`config.mk`:
```
export PLATFORM = sky130hd
export DESIGN_NAME = rc4_key_search_sequencer
export DESIGN_NICKNAME = d
export VERILOG_FILES = /design/src/rtl/rc4_key_search_sequencer.sv
export SDC_FILE = /design/constraint.sdc
export NUM_CORES = 1
export LEC_CHECK = 0
export BUFFER_PORTS_ARGS = -buffer_cell sky130_fd_sc_hd__buf_2
export CAP_MARGIN = 10
export CORE_AREA = 3 3 91 101
export CTS_CLUSTER_DIAMETER = 200
export CTS_CLUSTER_SIZE = 25
export DETAILED_ROUTE_END_ITERATION = 7
export DIE_AREA = 0 0 94 104
export GPL_TIMING_DRIVEN = 0
export PLACE_DENSITY = 0.63
export SLEW_MARGIN = 20
export SYNTH_ARGS = -nofsm -noshare
export SYNTH_HDL_FRONTEND = slang
export SYNTH_SLANG_ARGS = --single-unit
```
`constraint.sdc`:
```
create_clock -name clk -period 2.3 [get_ports clk]
set_input_delay 0.115 -clock clk [delete_from_list [all_inputs] [get_ports clk]]
set_output_delay 0.115 -clock clk [all_outputs]
set_load 0.05 [all_outputs]
```
`src/rtl/rc4_key_search_sequencer.sv`:
```
// Sequences the init / shuffle / decrypt phases of an RC4 brute-force key search,
// stepping the candidate key until decryption succeeds or the key space is spent.
module rc4_key_search_sequencer #(
  parameter int RAM_WIDTH = 8,
  parameter int KEY_LENGTH = 3,
  parameter logic [KEY_LENGTH*RAM_WIDTH-1:0] KEY_MAX = 24'h3FFFFF,
  parameter int GUARD = 2
) (
  input  logic                             clk,
  input  logic                             reset,
  input  logic                             start,
  input  logic                             abort,
  input  logic [2:0]                       finished,
  input  logic                             decrypt_ok,
  output logic [2:0]                       mode,
  output logic [KEY_LENGTH*RAM_WIDTH-1:0]  key,
  output logic                             busy,
  output logic                             found,
  output logic                             exhausted,
  output logic [KEY_LENGTH*RAM_WIDTH-1:0]  attempts
);

  localparam int KW = KEY_LENGTH * RAM_WIDTH;
  localparam int GW = (GUARD < 2) ? 1 : $clog2(GUARD + 1);

  typedef enum logic [2:0] {IDLE, INIT, SHUF, DECR, GAP, DONE, FAIL} state_t;

  state_t          state, state_nxt;
  state_t          next_phase, next_phase_nxt;
  logic [GW-1:0]   guard_cnt, guard_nxt;
  logic [KW-1:0]   key_nxt, attempts_nxt;
  logic            found_nxt, exhausted_nxt, busy_nxt;
  logic [2:0]      mode_nxt;

  always_ff @(posedge clk) begin
    if (!reset) begin
      state      <= IDLE;
      next_phase <= INIT;
      guard_cnt  <= '0;
      key        <= '0;
      attempts   <= '0;
      found      <= 1'b0;
      exhausted  <= 1'b0;
      busy       <= 1'b0;
      mode       <= 3'b000;
    end else begin
      state      <= state_nxt;
      next_phase <= next_phase_nxt;
      guard_cnt  <= guard_nxt;
      key        <= key_nxt;
      attempts   <= attempts_nxt;
      found      <= found_nxt;
      exhausted  <= exhausted_nxt;
      busy       <= busy_nxt;
      mode       <= mode_nxt;
    end
  end

  always_comb begin
    state_nxt      = state;
    next_phase_nxt = next_phase;
    guard_nxt      = guard_cnt;
    key_nxt        = key;
    attempts_nxt   = attempts;
    found_nxt      = found;
    exhausted_nxt  = exhausted;
    case (state)
      IDLE, DONE, FAIL: begin
        // abort outranks start even when there is nothing to cancel
        if (start && !abort) begin
          state_nxt     = INIT;
          guard_nxt     = GW'(GUARD);
          key_nxt       = '0;
          attempts_nxt  = '0;
          found_nxt     = 1'b0;
          exhausted_nxt = 1'b0;
        end
      end
      INIT: begin
        if (abort) state_nxt = IDLE;
        else if (guard_cnt != '0) guard_nxt = guard_cnt - 1'b1;
        else if (finished[0]) begin
          state_nxt      = GAP;
          next_phase_nxt = SHUF;
        end
      end
      SHUF: begin
        if (abort) state_nxt = IDLE;
        else if (guard_cnt != '0) guard_nxt = guard_cnt - 1'b1;
        else if (finished[1]) begin
          state_nxt      = GAP;
          next_phase_nxt = DECR;
        end
      end
      DECR: begin
        if (abort) state_nxt = IDLE;
        else if (guard_cnt != '0) guard_nxt = guard_cnt - 1'b1;
        else if (finished[2]) begin
          if (attempts != '1) attempts_nxt = attempts + 1'b1;
          if (decrypt_ok) begin
            state_nxt = DONE;
            found_nxt = 1'b1;
          end else if (key == KEY_MAX) begin
            state_nxt     = FAIL;
            exhausted_nxt = 1'b1;
          end else begin
            key_nxt        = key + 1'b1;
            state_nxt      = GAP;
            next_phase_nxt = INIT;
          end
        end
      end
      GAP: begin
        // one idle-mode cycle so the downstream phase sees mode drop and restarts
        if (abort) state_nxt = IDLE;
        else begin
          state_nxt = next_phase;
          guard_nxt = GW'(GUARD);
        end
      end
      default: state_nxt = IDLE;
    endcase

    mode_nxt = 3'b000;
    busy_nxt = 1'b0;
    case (state_nxt)
      INIT:    begin mode_nxt = 3'b001; busy_nxt = 1'b1; end
      SHUF:    begin mode_nxt = 3'b010; busy_nxt = 1'b1; end
      DECR:    begin mode_nxt = 3'b100; busy_nxt = 1'b1; end
      GAP:     busy_nxt = 1'b1;
      default: ;
    endcase
  end

endmodule
```
==> results.cfg <==
[status]
status = finished clean

[power_and_ir_drop]
leakage_nw = 1.672
switching_share = 0.2524
p_switching_mw = 0.5563
pwr-share-clk = 0.425
p_int_mw = 1.648
powerDensity_mw_per_mm2 = 556.1
seqPwrFrac = 0.486
combinationalPowerShare = 0.089
vdd_drop_max_mv = 0.2754

[cells_and_area]
syn_to_final_growth_pct = 21.01
antenna_cells = 0
layout_commonest_cell = buf_2
drive_gt1_frac = 0.2303
final_nets = 475
fill_cells = 843
finish.instance_area_mm2 = 0.003964
final_util = 0.4764
layout_common_cells = buf_2, dfxtp_1, nor2_1, nand3_1

[timing]
tns_ps = 0
setup_slack_ps = 129.0
hold_viol = 0
max_slew.worst_pin.slew_ps = 614.0
setup_violations = 0
fin_crit_ps = 2171
post-route-period-util = 0.9439
rsz0062_at_grt = yes
skew_ps = 7.586
finalMaxSlewViolations = 0
max_freq_mhz = 460.6
hold_slack_ps = 93.09
maxSlewHeadroom = 0.5906

[synth]
postSynthCellCount = 392
yosysWarnings = 0
synth_edf_count = 0
yosysTopAreaCell = dfxtp_1
synth_seq_cells = 61
synth_area_leaders = dfxtp_1, xor2_1, nor2_1
synth_top_area_frac = 0.3728
syn_area_mm2 = 0.003276
syn_avg_cell_area_um2 = 8.356
ys_seq_area_frac = 0.3728
synth_flop_cell = dfxtp_1
syn_nets = 403
async_reset_ff_frac = 0
yosysUniqueCellTypes = 64

[die]
core-area_mm2 = 0.008320
die_x_um = 94
boundaryPins = 62
dieArea_mm2 = 0.009776
dieHeight_um = 104
placementRows = 35
initial_core_util = 0.3937

[critical_path]
critPathLaunchType = flop
critPathLaunch = key[3]$_SDFFE_PN0P_
crit_type = flop to flop
path_max_fanout = 6
r2r-start = key[3]$_SDFFE_PN0P_
cp.required_ps = 2520
crit_arrival_ps = 2390
worst_setup_path_end_kind = flop

[grt]
grt_max_degree = 11
grt_pass1_vias = 2990
antenna_found_initial = 0
track_usage = 0.1750
grt_overflow = 0
grt_pass1_wl_um = 13940

[route]
detail_route.wirelength_um = 8325
antenna_left = 0
dr.pass1.iters = 4
vias = 3160
dr.first_iter.drc_count = 127
highest_layer = met4
drc = 0
vias_per_cell = 5.448
wl_met1_um = 3890
wl_met2_um = 3840
routedWlPerCell_um = 14.35
wl_met3_um = 389

[place]
hpwlAfterDp_um = 6019
dp_slack_ps = -48.03
placed_area_mm2 = 0.003715
place_congestion = 0.8466
portBuffers = 60

[clock_tree]
insertion_delay_ps = 340
path_clk_slew_ps = 70
cts_buffers = 9
cts.sink_count = 61
clockBufferDepth = 2
cts_max_level = 3
cts_root_buffer = clkbuf_8
cts_tree = built

[run]
drv_cap = 0

[hold_path]
hp-class = input port to flop
min_from = decrypt_ok
layout make-up:
cell class	instances	area [um2]	area share
Buffer	22	126.4	0.03188
Clock buffer	11	141.4	0.03567
Timing Repair Buffer	61	307.8	0.07765
Clock inverter	5	50.05	0.01263
Multi-Input combinational cell	301	1948	0.4915
Inverter	8	30.03	0.007576
Tap cell	111	138.9	0.03504
Sequential cell	61	1221	0.3081
path summary, 6_finish.rpt:
check | end | slack, ps | depth (start not counted)
setup / recovery | next_phase[0]$_SDFFE_PN1P_ | 130 | 5
hold / removal | found$_SDFFE_PN0P_ | 90 | 3
setup reg to reg | next_phase[0]$_SDFFE_PN1P_ | 130 | 5
hold reg to reg | found$_SDFFE_PN0P_ | 480 | 2
per-stage QoR:
stage	power, mW	cells
after detailed placement	1.279	563
after floorplan	1.223	392
final	2.204	580
after global placement	1.277	563
after CTS	2.214	579
after global routing	2.292	580
cells by family (layout without fill, tap and decap cells):
family          Yosys count  in the layout  share of synthesized area
buf+inv                  30            107                    0.04278
mux                       2              2                   0.006112
compound gates           64             64                     0.1303
fa+ha+maj                 3              3                    0.01146
flops                    61             61                     0.3728
xor+xnor                 32             32                    0.08785
simple gates            200            200                     0.3487
metal layers:
layer  track usage  up-vias
met1        0.2345     1497
met2        0.2643       76
met5             0        -
met3       0.03184       20
li1              -     1567
met4       0.09288        0
flip-flops by register name (all words and copies together) (netlist names):
signal	flops
state	3
exhausted	1
busy	1
attempts	24
next_phase	2
mode	3
guard_cnt	2
key	24
found	1
worst max-delay path: stages (launching register included):
cell     delay [ps]
dfxtp_1         430
nand3_1         260
or3_1           480
nor4_4          400
nor3_2          110
a311o_1         370
synth_stat cells, types with 2 or more instances:
library cell	count
a31oi_1	2
mux2i_1	2
nand2b_1	4
dfxtp_1	61
nor2b_2	2
buf_4	2
nor3_1	4
xnor2_1	6
or4_1	8
nor4_1	3
nor4b_1	3
nand2_1	25
o21ai_1	3
nand4_1	20
a21oi_1	19
nor2b_1	5
or3_1	9
and3_1	16
buf_2	10
nand4b_1	2
xor2_1	25
ha_1	3
o31ai_1	3
and2_1	5
nand3b_1	4
o211ai_1	6
and4_1	6
o21ai_0	13
clkbuf_1	9
nand3_1	27
inv_1	8
nor2_1	44
nor3_2	2
power by group through the flow:
stage,Sequential (mW),Clock (mW),Combinational (mW)
2_1_floorplan,1.11,0,0.111
3_3_place_gp,1.10,0,0.182
3_5_place_dp,1.09,0,0.184
4_1_cts,1.07,0.954,0.188
5_1_grt,1.07,1.00,0.216
6_report,1.07,0.936,0.197
repair_timing:
action	4_1_cts	5_1_grt
pin swaps	1	3
endpoints found under the setup margin	20	32
hold buffers	0	0
resized for setup	3	10
setup buffers	0	1
cloned	0	0
Note: power is estimated with default switching activity, not from simulation.
